--- src/rtl/pipe_ctrl_param.sv ---
// In-order pipeline sequencer: valid+payload slots with stall, backpressure, branch flush, boot hold.
// Optional perf counters (stall_cnt, flush_cnt) enabled by defining PIPE_CTRL_PERF_EN.
module pipe_ctrl_param #(
  parameter int DATA_W     = 32,
  parameter int NUM_STAGES = 5,
  parameter int BR_STAGE   = 3,
  parameter int CNT_W      = 16
) (
  input  logic                         clk,
  input  logic                         rst_n,
  input  logic                         boot_up,
  input  logic                         in_valid,
  input  logic [DATA_W-1:0]            in_data,
  output logic                         in_ready,
  input  logic                         stall_req,
  input  logic                         br_taken,
  output logic                         out_valid,
  output logic [DATA_W-1:0]            out_data,
  input  logic                         out_ready,
  output logic [NUM_STAGES-1:0]        stage_valid,
  output logic [NUM_STAGES*DATA_W-1:0] stage_data,
  output logic [CNT_W-1:0]             retire_cnt,
  output logic [CNT_W-1:0]             stall_cnt,
  output logic [CNT_W-1:0]             flush_cnt
);

  localparam int N = NUM_STAGES;

  logic [N-1:0]        valid_q;
  logic [N-1:0]        valid_d;
  logic [DATA_W-1:0]   data_q [N];
  logic                adv;
  logic                flush;

  // Advance, flush and accept decisions
  always_comb begin
    adv = rst_n && !boot_up && !stall_req &&
          (!valid_q[N-1] || out_ready);
    flush = br_taken && valid_q[BR_STAGE] && !boot_up;
    in_ready = adv && !flush;
  end

  // Next valid vector: shift, kill younger-than-branch, or boot clear
  always_comb begin
    valid_d = valid_q;
    if (boot_up) begin
      valid_d = '0;
    end else if (adv) begin
      valid_d = {valid_q[N-2:0], in_valid && in_ready};
      if (flush) begin
        for (int i = 0; i <= BR_STAGE; i++)
          valid_d[i] = 1'b0;
      end
    end else if (flush) begin
      for (int i = 0; i < BR_STAGE; i++)
        valid_d[i] = 1'b0;
    end
  end

  // Valid bits
  always_ff @(posedge clk or negedge rst_n) begin
    if (!rst_n) valid_q <= '0;
    else        valid_q <= valid_d;
  end

  // Payload shifts with the pipe; bubbles carry stale data along
  always_ff @(posedge clk or negedge rst_n) begin
    if (!rst_n) begin
      for (int i = 0; i < N; i++)
        data_q[i] <= '0;
    end else if (adv) begin
      data_q[0] <= in_data;
      for (int i = 1; i < N; i++)
        data_q[i] <= data_q[i-1];
    end
  end

  // Retire count: output slot leaves only when the pipe advances
  always_ff @(posedge clk or negedge rst_n) begin
    if (!rst_n)
      retire_cnt <= '0;
    else if (boot_up)
      retire_cnt <= '0;
    else if (adv && valid_q[N-1])
      retire_cnt <= retire_cnt + CNT_W'(1);
  end

`ifdef PIPE_CTRL_PERF_EN
  // Stall cycles outside boot, and every applied flush pulse
  always_ff @(posedge clk or negedge rst_n) begin
    if (!rst_n) begin
      stall_cnt <= '0;
      flush_cnt <= '0;
    end else begin
      if (!boot_up && !adv)
        stall_cnt <= stall_cnt + CNT_W'(1);
      if (flush)
        flush_cnt <= flush_cnt + CNT_W'(1);
    end
  end
`else
  assign stall_cnt = '0;
  assign flush_cnt = '0;
`endif

  assign out_valid   = valid_q[N-1];
  assign out_data    = data_q[N-1];
  assign stage_valid = valid_q;

  // Flatten slot payloads, slot i at [i*DATA_W +: DATA_W]
  always_comb begin
    stage_data = '0;
    for (int i = 0; i < N; i++)
      stage_data[i*DATA_W +: DATA_W] = data_q[i];
  end

endmodule
--- config.mk ---
export PLATFORM = sky130hd
export DESIGN_NAME = pipe_ctrl_param
export DESIGN_NICKNAME = d
export VERILOG_FILES = /design/src/rtl/pipe_ctrl_param.sv
export SDC_FILE = /design/constraint.sdc
export NUM_CORES = 1
export LEC_CHECK = 0
export BUFFER_PORTS_ARGS = -buffer_cell sky130_fd_sc_hd__buf_2
export CELL_PAD_IN_SITES_DETAIL_PLACEMENT = 2
export CELL_PAD_IN_SITES_GLOBAL_PLACEMENT = 2
export CORE_ASPECT_RATIO = 0.9
export CORE_MARGIN = 2
export CORE_UTILIZATION = 34
export DETAILED_ROUTE_END_ITERATION = 8
export PLACE_DENSITY_LB_ADDON = 0.1
export SLEW_MARGIN = 20
export SYNTH_ARGS = -nofsm -noshare
export SYNTH_HDL_FRONTEND = slang
export SYNTH_SLANG_ARGS = --single-unit
export TNS_END_PERCENT = 20
--- constraint.sdc ---
create_clock -name clk -period 3.69 [get_ports clk]
set_clock_uncertainty 0.05 [all_clocks]
set_input_delay 0.1845 -clock clk [delete_from_list [all_inputs] [get_ports clk]]
set_output_delay 0.1845 -clock clk [all_outputs]
set_load 0.1 [all_outputs]
Yosys cells after proc, flatten, opt, wreduce, memory -nomap -nowiden

Index checks and enable logic that the tools add are counted.

Add/subtract/negate cells: 1
Muxes and demuxes: 7
Reductions and logical operators: 16

Operators with widths:

| operator                                                        | number |
|---|---|
| 16-bit 2-to-1 mux                                               | 2 |
| 16-bit by 1-bit adder with 16-bit output, second input constant | 1 |
| 1-bit logical AND                                               | 8 |
| 3-bit 2-to-1 mux                                                | 2 |
| 5-bit 2-to-1 mux                                                | 1 |
| 1-bit logical NOT                                               | 4 |
| 4-bit 2-to-1 mux                                                | 1 |
| 2-bit nonzero test                                              | 2 |
| 3-bit nonzero test                                              | 1 |
| 2-bit 2-to-1 mux                                                | 1 |
| 1-bit logical OR                                                | 1 |

Bits in registers: 181
Input port bits: 39
Output and inout bits: 247
Word-level logic and storage cells: 32

Logic depth before layout (Yosys ltp)

Gate-level depths: netlist (run 1).

Depth after elaboration: 9
Mapped depth: 6
Depth with buffers taken out: 5

Least setup slack after synthesis (run 1)

Ideal clock, no wire load.

Path kind: register -> output
Start: register valid_q[4], in the netlist stage_valid[4]
End: output port in_ready
Arrival: 2.520 ns
Data required time: 3.455 ns
Slack: 0.936 ns
Stages on the path, launching flop included: 4
Path buffers: 0
Cell sequence: dfrtp_1 > nand2b_1 > nand3b_1 > nor2_1

Longest elaborated chain between the ends: 4

RTL lines:

| item                     | RTL line | RTL |
|---|---|---|
| start: declaration       | 29       | `logic [N-1:0] valid_q;` |
| start signal: assignment | 63       | `else valid_q <= valid_d;` |
| 1-bit logical NOT        | 38       | `(!valid_q[N-1] \|\| out_ready);` |
| 1-bit logical OR         | 38       |  |
| 1-bit logical AND        | 37       | `adv = rst_n && !boot_up && !stall_req &&` |
| 1-bit logical AND        | 40       | `in_ready = adv && !flush;` |
| end: declaration         | 14       | `output logic in_ready,` |

No other way between the ends.

Worst setup path after layout (run 1)

Start: register valid_q[4], in the netlist stage_valid[4]
End: register data_q (netlist bit out_data[18])

Longest elaborated chain between the ends: 3

RTL lines:

| item                           | RTL line | RTL |
|---|---|---|
| 1-bit logical NOT              | 38       |  |
| 1-bit logical OR               | 38       |  |
| 1-bit logical AND              | 37       |  |
| end signal: indexed assignment | 74       | `data_q[i] <= data_q[i-1];` |
| end: declaration               | 31       | `logic [DATA_W-1:0] data_q [N];` |

No other way between the ends.
A chain may end at the register's enable or synchronous reset.

==> impl_metrics.prom, run 1 <==
# TYPE chip_impl_metric gauge
chip_impl_info{name="run_status",value="finished, final reports clean"} 1
chip_impl_metric{name="slowest_delay",unit="ps"} 710
chip_impl_metric{name="num-nets-final",unit=""} 812
chip_impl_metric{name="cts_inserted_buffers",unit=""} 17
chip_impl_info{name="critical_path.startpoint",value="stage_valid[4]$_DFFE_PN0P_"} 1
chip_impl_metric{name="fillCellCount",unit=""} 2175
chip_impl_metric{name="finalWeightedCongestion",unit=""} 0.710
chip_impl_metric{name="coreArea",unit="um2"} 21600
chip_impl_info{name="clk_root_buffer_cell",value="sky130_fd_sc_hd__clkbuf_16"} 1
chip_impl_metric{name="final_max_slew_viol_count",unit=""} 0
chip_impl_info{name="cpMaxStageDelayCell",value="sky130_fd_sc_hd__buf_4"} 1
chip_impl_metric{name="final_design_area_no_fill",unit="um2"} 9600
chip_impl_metric{name="drive_above_1_share",unit="%"} 51.8
chip_impl_info{name="cts_tree",value="built"} 1
chip_impl_metric{name="syn_to_final_growth",unit="%"} 28.5
chip_impl_info{name="critPathCaptureType",value="flip-flop"} 1
chip_impl_metric{name="worstSkewPairLatency",unit="ps"} 420
chip_impl_metric{name="post-dp-hpwl",unit="um"} 13200
chip_impl_metric{name="number_of_global_route_vias_before_repair",unit=""} 5230
chip_impl_metric{name="crit_required",unit="ps"} 3950
chip_impl_metric{name="crit_fanout",unit=""} 70
chip_impl_metric{name="rows",unit=""} 51
chip_impl_metric{name="diodes_inserted",unit=""} 0
chip_impl_metric{name="port_buffers",unit=""} 253
chip_impl_metric{name="vias",unit=""} 4878
chip_impl_metric{name="report.final.hold_viol_count",unit=""} 0
chip_impl_metric{name="ctsHtreeMaxLevel",unit=""} 4
chip_impl_info{name="start_kind",value="flip-flop"} 1
chip_impl_metric{name="post_drt_via_cell_ratio",unit=""} 4.53
chip_impl_metric{name="grt_pass1_wl",unit="um"} 30100
chip_impl_metric{name="ys_seq_area_share",unit="%"} 60.6
chip_impl_metric{name="drcViolationCount",unit=""} 0
chip_impl_info{name="worst_hold_path_type",value="input pin to flip-flop"} 1
chip_impl_metric{name="max_slew.worst_pin.slew",unit="ps"} 911
chip_impl_metric{name="summed_negative_setup_slack_over_all_endpoints",unit="ps"} 0
chip_impl_metric{name="slew_headroom",unit="%"} 39.3
chip_impl_metric{name="clk_path_buf_depth",unit=""} 2
chip_impl_metric{name="floorplan.die.width",unit="um"} 160
chip_impl_metric{name="floorplan_die_height",unit="um"} 145
chip_impl_metric{name="multi_input_comb_area",unit="um2"} 2430
chip_impl_metric{name="final_period_minus_worst_setup_slack",unit="ps"} 2420
chip_impl_metric{name="post_synth_num_cell_types",unit=""} 31
chip_impl_metric{name="post_synth_instance_area",unit="um2"} 7470
chip_impl_metric{name="die-area",unit="um2"} 23200
chip_impl_metric{name="synth_area_per_cell",unit="um2"} 14.5
chip_impl_metric{name="clkSinkCount",unit=""} 181
chip_impl_info{name="rsz_0062_raised_after_global_routing",value="false"} 1
chip_impl_metric{name="num_io_pins",unit=""} 286
chip_impl_metric{name="seqCellArea",unit="um2"} 4530
chip_impl_metric{name="floorplan.initialDensity",unit="%"} 34.5
chip_impl_metric{name="synth_cells",unit=""} 516
chip_impl_metric{name="routedWlPerCell",unit="um"} 17.7
chip_impl_metric{name="max_cap_violations",unit=""} 0
chip_impl_metric{name="route.antenna.remaining_nets",unit=""} 0
chip_impl_info{name="worstSetupPathType",value="flip-flop to flip-flop"} 1
chip_impl_metric{name="synth.yosys.warnings",unit=""} 0
chip_impl_metric{name="antenna_found_initial",unit=""} 0
chip_impl_info{name="worst_hold_startpoint",value="br_taken"} 1
chip_impl_metric{name="worst_ep_arrival_time",unit="ps"} 2680
chip_impl_info{name="worst_path_dominant_cell_family",value="buffers and inverters"} 1
chip_impl_metric{name="cts_setup_buffers",unit=""} 0
chip_impl_metric{name="path_buf_inv",unit=""} 1
chip_impl_info{name="worst_reg2reg_path_startpoint",value="stage_valid[4]$_DFFE_PN0P_"} 1
chip_impl_metric{name="first_iter_violations",unit=""} 137
chip_impl_metric{name="setup_viol_count_final",unit=""} 0
chip_impl_metric{name="cts.reportedPaths.clkPinSlew",unit="ps"} 70
chip_impl_info{name="critical_path.cell_chain",value="nand2b_1 -> nand3b_1 -> nor2_4 -> buf_4 -> mux2_2"} 1
chip_impl_metric{name="drt-total-wl",unit="um"} 19100
chip_impl_metric{name="grt_max_degree",unit=""} 91
chip_impl_metric{name="max_freq",unit="MHz"} 413
chip_impl_metric{name="placedInstanceArea",unit="um2"} 8660
chip_impl_metric{name="first_pass_iteration_count_of_the_detailed_router",unit=""} 4
chip_impl_metric{name="ys_ff_latch",unit=""} 181
chip_impl_metric{name="globalRoute.totalOverflow",unit=""} 0
chip_impl_metric{name="final.period_utilization",unit="%"} 65.6
chip_impl_metric{name="grt.total_usage",unit="%"} 16.7
[placed cells by master, fill, tap and decap left out, drive strengths merged, types with 6 or more instances in the layout]
cell         count
or3              7
clkbuf          18
dlygate4sd3     34
buf            258
clkinv           6
dfrtp          181
xnor2            6
nor2            12
a21oi           10
inv             10
nand2           15
mux2           160
nand4            7
conb            32
[cell type report]
type	instances	share of cell area, %
Clock inverter	14	1.66
Sequential cell	181	47.2
Timing Repair Buffer	292	17.3
Tap cell	291	3.79
Inverter	3	0.117
Multi-Input combinational cell	277	25.4
Clock buffer	18	4.58
[synthesized netlist by cell type]
master                     number  share of area [%]
sky130_fd_sc_hd__dfrtp_1      181                 61
sky130_fd_sc_hd__mux2_2       115                 17
sky130_fd_sc_hd__buf_4         76                7.6
sky130_fd_sc_hd__mux2_1        45                6.8
sky130_fd_sc_hd__nand2_1       15               0.75
sky130_fd_sc_hd__nor2_1        11               0.55
sky130_fd_sc_hd__a21oi_1       10               0.67
sky130_fd_sc_hd__buf_2          7               0.47
sky130_fd_sc_hd__nand4_1        7               0.59
sky130_fd_sc_hd__or3_1          7               0.59
sky130_fd_sc_hd__xnor2_1        6               0.70
sky130_fd_sc_hd__nand3_1        4               0.27
sky130_fd_sc_hd__nor4_1         4               0.33
sky130_fd_sc_hd__o21ai_0        4               0.27
sky130_fd_sc_hd__xor2_1         4               0.47
sky130_fd_sc_hd__inv_1          3               0.15
sky130_fd_sc_hd__clkbuf_1       2               0.10
sky130_fd_sc_hd__nand2b_1       2               0.17
sky130_fd_sc_hd__and3_1         1              0.084
sky130_fd_sc_hd__and3b_1        1               0.12
sky130_fd_sc_hd__and4b_1        1               0.13
sky130_fd_sc_hd__buf_1          1              0.050
sky130_fd_sc_hd__conb_1         1              0.050
sky130_fd_sc_hd__ha_1           1               0.17
sky130_fd_sc_hd__nand3b_1       1               0.10
sky130_fd_sc_hd__nand4b_4       1               0.32
sky130_fd_sc_hd__nor2_2         1              0.084
sky130_fd_sc_hd__nor3_1         1              0.067
sky130_fd_sc_hd__o21ba_1        1               0.13
sky130_fd_sc_hd__o31a_1         1               0.12
sky130_fd_sc_hd__or4_1          1               0.10
[per-layer routing]
layer / vias to the layer above / share of wire, % / global-route usage [%]
met5: - / 0 / 0
met4: 0 / 0.70 / 4.98
met3: 9 / 6.7 / 5.48
met2: 173 / 49 / 27.2
met1: 2488 / 44 / 21.4
li1: 2208 / - / -
[registers in the layout (all words and copies together) (netlist names)]
signal	cells
retire_cnt	16
out_data	32
stage_data	128
stage_valid	5
[worst register-to-register path: stages, from the launching register on]
cell and delay [ps]:
sky130_fd_sc_hd__dfrtp_1 460, sky130_fd_sc_hd__nand2b_1 120, sky130_fd_sc_hd__nand3b_1 260, sky130_fd_sc_hd__nor2_4 210, sky130_fd_sc_hd__buf_4 710, sky130_fd_sc_hd__mux2_2 480
[final timing paths]
check                                              end  slack, ps  depth (start not counted)
setup / recovery              out_data[18]$_DFFE_PN0N_       1270                          5
hold / removal              stage_valid[3]$_DFFE_PN0P_         50                          4
setup reg to reg              out_data[18]$_DFFE_PN0N_       1270                          5
hold reg to reg            stage_data[119]$_DFFE_PN0N_        460                          1
max in group asynchronous     out_data[19]$_DFFE_PN0N_       1750                          4
min in group asynchronous   stage_data[37]$_DFFE_PN0N_        520                          3
[what timing repair did]
action	4_1_cts	5_1_grt
hold buffers	34	0
endpoints found under the hold margin	146	0
resized for setup	0	0
[stage by stage]
stage	worst slack, ps	cells	hold WS [ps]	utilization [%]
2_1_floorplan	936	547	-161	-
3_3_place_gp	1400	1010	347	40.0
3_5_place_dp	1280	1010	356	40.0
4_1_cts	1220	1076	24.9	44.4
5_1_grt	1090	1076	60.5	44.4
6_report	1270	1076	45.7	44.4
[logic make-up after synthesis]
| kind of cell | share of synthesized area (%) |
|---|---|
| multiplexers | 24.1 |
| buffers and inverters | 8.41 |
| flip-flops | 60.6 |
| AND/OR/NAND/NOR | 4.25 |
| adder cells (fa/ha/maj) | 0.167 |
| other | 0.0502 |
| AO/OA/AOI/OAI | 1.19 |
| XOR/XNOR | 1.17 |
Power of run 1 is not shown: default switching activity piles up to over one toggle a cycle in this logic, so the estimate is an artifact.
==> run 2: changes to the inputs <==
Settings changed: CORE_UTILIZATION 34 to 32.
Clock period 3.69 ns to 2.4 ns, I/O delays scaled along.
==> run 2 against run 1 <==
  * Non-clock buffer count increased by 3
  * First-iteration DRC count increased by 48%
  * Final cell count increased by 1.2%
  * Final area increased by 0.44%
  * Sequential share of layout area decreased by 0.21 points
  * Global-route usage decreased by 1.1 points
  * Hold slack improved by 24 ps
  * Setup slack got worse by 910 ps
==> impl_metrics.prom, run 2 (synthesis gave the netlist of run 1 again) <==
# TYPE chip_impl_metric gauge
chip_impl_info{name="rsz_0062_raised_after_global_routing",value="false"} 1
chip_impl_metric{name="grt_pass1_wl",unit="um"} 29700
chip_impl_metric{name="summed_negative_setup_slack_over_all_endpoints",unit="ps"} 0
chip_impl_metric{name="clkSinkCount",unit=""} 181
chip_impl_info{name="layout_commonest_cell",value="sky130_fd_sc_hd__buf_2"} 1
chip_impl_metric{name="floorplan.die.width",unit="um"} 165
chip_impl_info{name="run_status",value="finished, final reports clean"} 1
chip_impl_metric{name="drive_above_1_share",unit="%"} 52.0
chip_impl_metric{name="rows",unit=""} 53
chip_impl_metric{name="vias",unit=""} 4902
chip_impl_info{name="start_kind",value="flip-flop"} 1
chip_impl_metric{name="syn_to_final_growth",unit="%"} 29.1
chip_impl_metric{name="num-nets-final",unit=""} 815
chip_impl_metric{name="final_cell_count_no_fill",unit=""} 1089
chip_impl_metric{name="max_slew.worst_pin.slew",unit="ps"} 958
chip_impl_metric{name="worstSkewPairLatency",unit="ps"} 420
chip_impl_metric{name="final.period_utilization",unit="%"} 85.0
chip_impl_metric{name="antenna_found_initial",unit=""} 0
chip_impl_info{name="layout_common_cells",value="252 x sky130_fd_sc_hd__buf_2, 181 x sky130_fd_sc_hd__dfrtp_1, 115 x sky130_fd_sc_hd__mux2_2"} 1
chip_impl_metric{name="floorplan.initialDensity",unit="%"} 32.3
chip_impl_metric{name="cts_inserted_buffers",unit=""} 17
chip_impl_metric{name="coreArea",unit="um2"} 23100
chip_impl_metric{name="cts.reportedPaths.clkPinSlew",unit="ps"} 70
chip_impl_metric{name="globalRoute.totalOverflow",unit=""} 0
chip_impl_info{name="worst_hold_path_type",value="input pin to flip-flop"} 1
chip_impl_metric{name="regToRegSetupSlack",unit="ps"} 450
chip_impl_metric{name="largest_register_ffs",unit=""} 128
chip_impl_metric{name="setup_viol_count_final",unit=""} 0
chip_impl_metric{name="first_iter_violations",unit=""} 203
chip_impl_metric{name="num_io_pins",unit=""} 286
chip_impl_metric{name="post-dp-hpwl",unit="um"} 13200
chip_impl_metric{name="drcViolationCount",unit=""} 0
chip_impl_info{name="cts_tree",value="built"} 1
chip_impl_metric{name="worst_ep_arrival_time",unit="ps"} 1870
chip_impl_metric{name="max_freq",unit="MHz"} 490
chip_impl_metric{name="crit_fanout",unit=""} 6
chip_impl_metric{name="report.final.hold_viol_count",unit=""} 0
chip_impl_metric{name="slew_headroom",unit="%"} 36.1
chip_impl_metric{name="ctsHtreeMaxLevel",unit=""} 4
chip_impl_metric{name="clk_path_buf_depth",unit=""} 2
chip_impl_metric{name="final_max_slew_viol_count",unit=""} 0
chip_impl_info{name="clk_root_buffer_cell",value="sky130_fd_sc_hd__clkbuf_16"} 1
chip_impl_info{name="worstSetupPathType",value="flip-flop to output port"} 1
chip_impl_metric{name="floorplan_die_height",unit="um"} 149
chip_impl_metric{name="finalWeightedCongestion",unit=""} 0.725
chip_impl_metric{name="final_period_minus_worst_setup_slack",unit="ps"} 2040
chip_impl_metric{name="drt-total-wl",unit="um"} 19100
chip_impl_metric{name="crit_required",unit="ps"} 2230
chip_impl_metric{name="max_cap_violations",unit=""} 0
chip_impl_metric{name="grt_max_degree",unit=""} 173
chip_impl_metric{name="die-area",unit="um2"} 24600
chip_impl_info{name="critPathCaptureType",value="output port"} 1
chip_impl_metric{name="grt.total_usage",unit="%"} 15.6
chip_impl_metric{name="placed_cells",unit=""} 1023
chip_impl_metric{name="routedWlPerCell",unit="um"} 17.6
chip_impl_metric{name="cts_setup_buffers",unit=""} 0
chip_impl_metric{name="finish.utilization",unit="%"} 41.7
chip_impl_metric{name="fillCellCount",unit=""} 2351
chip_impl_metric{name="number_of_global_route_vias_before_repair",unit=""} 5253
chip_impl_metric{name="diodes_inserted",unit=""} 0
chip_impl_metric{name="route.antenna.remaining_nets",unit=""} 0
chip_impl_metric{name="post_drt_via_cell_ratio",unit=""} 4.50
chip_impl_metric{name="first_pass_iteration_count_of_the_detailed_router",unit=""} 4
chip_impl_metric{name="port_buffers",unit=""} 253
==> run 2: worst paths after layout <==
check,start,cells past startpoint,to
worst max-delay path,stage_valid[4]$_DFFE_PN0P_,5,in_ready
worst min-delay path,boot_up,2,retire_cnt[0]$_DFFE_PN0P_
worst max register to register,retire_cnt[0]$_DFFE_PN0P_,5,retire_cnt[14]$_DFFE_PN0P_
worst min register to register,stage_data[84]$_DFFE_PN0N_,1,stage_data[84]$_DFFE_PN0N_
max in group asynchronous,rst_n,3,stage_data[11]$_DFFE_PN0N_
min in group asynchronous,rst_n,2,retire_cnt[0]$_DFFE_PN0P_
==> run 2: area by class of cell <==
type / count / area, um2 / share of cell area, %
Sequential cell: 181 / 4530 / 47.0
Multi-Input combinational cell: 277 / 2440 / 25.3
Timing Repair Buffer: 295 / 1730 / 17.9
Clock buffer: 17 / 425 / 4.41
Tap cell: 302 / 378 / 3.92
Clock inverter: 14 / 136 / 1.41
Inverter: 3 / 11.3 / 0.117
==> run 2: per-stage QoR <==
step	area, um2	setup WS (ps)	hold slack (ps)
6_report	9640	360	69.4
5_1_grt	9640	233	81.9
4_1_cts	9640	331	50.9
3_5_place_dp	8730	451	-86.8
3_3_place_gp	8730	516	-91.2
2_1_floorplan	7590	-37.7	-226
==> run 2: repair_timing <==
action,4_1_cts,5_1_grt
endpoints found under the hold margin,43,0
gates resized for setup,0,0
hold buffers,35,0
==> run 2: metal layers <==
metal	GRT usage, %	vias to the layer above	part of all wire, %
met2	26.4	160	51
li1	-	2202	-
met5	0	-	0
met3	4.34	16	6.8
met1	19.6	2524	41
met4	4.57	0	1.3
==> run 2: worst max-delay path: stages (launching register included) <==
cell and delay, ps:
sky130_fd_sc_hd__dfrtp_1 450, sky130_fd_sc_hd__nand2b_1 120, sky130_fd_sc_hd__nand3b_1 150, sky130_fd_sc_hd__buf_4 200, sky130_fd_sc_hd__nor2_2 100, sky130_fd_sc_hd__buf_2 430
Power of run 2 is left out for the same reason.
==> run 3: changes to the inputs <==
Settings changed: RECOVER_POWER from default to 50.
==> run 3 against run 2 <==
  * Die area did not move
  * Final cell count unchanged
  * Register-to-register slack about the same
  * Hold slack better by 14 ps
  * Sequential share of layout area rose by 1.3 points
  * First-iteration DRC count down 0.49%
==> impl_metrics.prom, run 3 (synthesis gave the netlist of run 1 again) <==
# TYPE chip_impl_metric gauge
chip_impl_info{name="layout_commonest_cell",value="sky130_fd_sc_hd__clkbuf_1"} 1
chip_impl_info{name="worst_path_dominant_cell_family",value="buffers and inverters"} 1
chip_impl_metric{name="regToRegSetupSlack",unit="ps"} 440
chip_impl_metric{name="ctsHtreeMaxLevel",unit=""} 4
chip_impl_metric{name="summed_negative_setup_slack_over_all_endpoints",unit="ps"} 0
chip_impl_metric{name="clkSinkCount",unit=""} 181
chip_impl_metric{name="grt.total_usage",unit="%"} 15.6
chip_impl_metric{name="hold_depth",unit=""} 2
chip_impl_metric{name="floorplan_die_height",unit="um"} 149
chip_impl_metric{name="ctsResizeCount",unit=""} 0
chip_impl_metric{name="coreArea",unit="um2"} 23100
chip_impl_info{name="clk_root_buffer_cell",value="sky130_fd_sc_hd__clkbuf_16"} 1
chip_impl_metric{name="seqCellArea",unit="um2"} 4530
chip_impl_metric{name="cts_inserted_buffers",unit=""} 17
chip_impl_metric{name="first_iter_violations",unit=""} 202
chip_impl_metric{name="placedInstanceArea",unit="um2"} 8730
chip_impl_metric{name="floorplan.die.width",unit="um"} 165
chip_impl_metric{name="ff2ff_path_depth",unit=""} 5
chip_impl_metric{name="first_pass_iteration_count_of_the_detailed_router",unit=""} 4
chip_impl_info{name="worst_hold_path_type",value="input pin to flip-flop"} 1
chip_impl_metric{name="final_critical_path_setup_slack",unit="ps"} 305
chip_impl_metric{name="post-dp-hpwl",unit="um"} 13200
chip_impl_metric{name="port_buffers",unit=""} 253
chip_impl_metric{name="cts.reportedPaths.clkPinSlew",unit="ps"} 70
chip_impl_metric{name="placed_cells",unit=""} 1023
chip_impl_metric{name="slowest_delay",unit="ps"} 450
chip_impl_metric{name="num-nets-final",unit=""} 815
chip_impl_info{name="worst_reg2reg_path_startpoint",value="retire_cnt[0]$_DFFE_PN0P_"} 1
chip_impl_metric{name="routedWlPerCell",unit="um"} 17.6
chip_impl_info{name="critical_path.cell_chain",value="nand2b_1 -> nand3b_1 -> clkbuf_1 -> nor2_2 -> buf_2"} 1
chip_impl_metric{name="finalWeightedCongestion",unit=""} 0.725
chip_impl_metric{name="report.final.hold_viol_count",unit=""} 0
chip_impl_metric{name="antenna_found_initial",unit=""} 0
chip_impl_metric{name="rows",unit=""} 53
chip_impl_metric{name="crit_fanout",unit=""} 6
chip_impl_info{name="cpMaxStageDelayCell",value="sky130_fd_sc_hd__dfrtp_1"} 1
chip_impl_metric{name="globalRoute.totalOverflow",unit=""} 0
chip_impl_info{name="critical_path.startpoint",value="stage_valid[4]$_DFFE_PN0P_"} 1
chip_impl_metric{name="syn_to_final_growth",unit="%"} 25.7
chip_impl_metric{name="hold_buffers",unit=""} 35
chip_impl_info{name="critPathCaptureType",value="output port"} 1
chip_impl_metric{name="diodes_inserted",unit=""} 0
chip_impl_metric{name="final_cell_count_no_fill",unit=""} 1089
chip_impl_metric{name="cts_setup_buffers",unit=""} 0
chip_impl_metric{name="slew_headroom",unit="%"} 17.1
chip_impl_metric{name="floorplan.initialDensity",unit="%"} 32.3
chip_impl_metric{name="final_design_area_no_fill",unit="um2"} 9390
chip_impl_metric{name="post-place-ws",unit="ps"} 451
chip_impl_metric{name="final_max_slew_viol_count",unit=""} 0
chip_impl_metric{name="multi_input_comb_area",unit="um2"} 2440
chip_impl_metric{name="final.period_utilization",unit="%"} 87.3
chip_impl_metric{name="worstSkewPairLatency",unit="ps"} 420
chip_impl_metric{name="number_of_global_route_vias_before_repair",unit=""} 5253
chip_impl_metric{name="drt-total-wl",unit="um"} 19200
chip_impl_metric{name="grt_pass1_wl",unit="um"} 29700
chip_impl_info{name="critical_path.reg2reg.endpoint",value="retire_cnt[14]$_DFFE_PN0P_"} 1
chip_impl_metric{name="largest_register_ffs",unit=""} 128
chip_impl_metric{name="max_slew.worst_pin.slew",unit="ps"} 1250
chip_impl_metric{name="max_cap_violations",unit=""} 0
chip_impl_info{name="worst_hold_path.endpoint",value="retire_cnt[0]$_DFFE_PN0P_"} 1
chip_impl_metric{name="drive_above_1_share",unit="%"} 26.6
chip_impl_metric{name="die-area",unit="um2"} 24600
chip_impl_metric{name="clk_path_buf_depth",unit=""} 2
chip_impl_metric{name="grt_max_degree",unit=""} 173
chip_impl_metric{name="num_io_pins",unit=""} 286
chip_impl_metric{name="post_drt_via_cell_ratio",unit=""} 4.49
chip_impl_metric{name="route.antenna.remaining_nets",unit=""} 0
chip_impl_info{name="start_kind",value="flip-flop"} 1
chip_impl_info{name="worstSetupPathType",value="flip-flop to output port"} 1
chip_impl_metric{name="worst_ep_arrival_time",unit="ps"} 1930
chip_impl_metric{name="vias",unit=""} 4890
chip_impl_metric{name="crit_required",unit="ps"} 2230
chip_impl_info{name="run_status",value="finished, final reports clean"} 1
chip_impl_info{name="layout_common_cells",value="200 x sky130_fd_sc_hd__clkbuf_1, 181 x sky130_fd_sc_hd__dfrtp_1, 115 x sky130_fd_sc_hd__mux2_2"} 1
chip_impl_info{name="rsz_0062_raised_after_global_routing",value="false"} 1
chip_impl_metric{name="drcViolationCount",unit=""} 0
chip_impl_metric{name="max_freq",unit="MHz"} 477
chip_impl_metric{name="final_period_minus_worst_setup_slack",unit="ps"} 2100
chip_impl_metric{name="setup_viol_count_final",unit=""} 0
chip_impl_metric{name="fillCellCount",unit=""} 2458
chip_impl_info{name="cts_tree",value="built"} 1
chip_impl_info{name="worst_hold_startpoint",value="boot_up"} 1
chip_impl_metric{name="path_buf_inv",unit=""} 2
==> run 3: cell count changes in the layout (fill, tap and decap cells not counted) <==
| cell | change |
|---|---|
| sky130_fd_sc_hd__buf_2 | -199 |
| sky130_fd_sc_hd__clkbuf_1 | +200 |
| sky130_fd_sc_hd__buf_4 | -1 |
==> run 3: worst max path at each step <==
stage | to | slack [ps] | depth (start not counted)
CTS | in_ready | 330 | 5
finish | in_ready | 300 | 5
floorplan | retire_cnt[10]$_DFFE_PN0P_ | -40 | 6
global placement | stage_data[36]$_DFFE_PN0N_ | 520 | 6
detailed placement | stage_data[35]$_DFFE_PN0N_ | 450 | 6
global route | in_ready | 150 | 5
==> run 3: stage by stage <==
stage                     utilization, %  hold slack [ps]
after floorplan                        -             -226
after global placement              37.7            -91.2
after detailed placement            37.7            -86.8
after CTS                           41.7             50.9
after global routing                40.6             81.9
final                               40.6             83.5
==> run 3: area by class of cell <==
cell class	instances	share of cell area, %
multi-input combinational	277	25.9
clock buffer	17	4.53
tap	302	4.02
sequential	181	48.2
inverter	3	0.120
clock inverter	14	1.45
timing repair buffer	295	15.7
==> run 3: metal layers <==
metal | routed length, um | up-vias | track usage (%)
met4 | 242 | 0 | 4.57
met3 | 1340 | 15 | 4.34
met1 | 7890 | 2504 | 19.6
met5 | 0 | - | 0
met2 | 9690 | 162 | 26.4
li1 | - | 2209 | -
Power of run 3 is left out for the same reason.
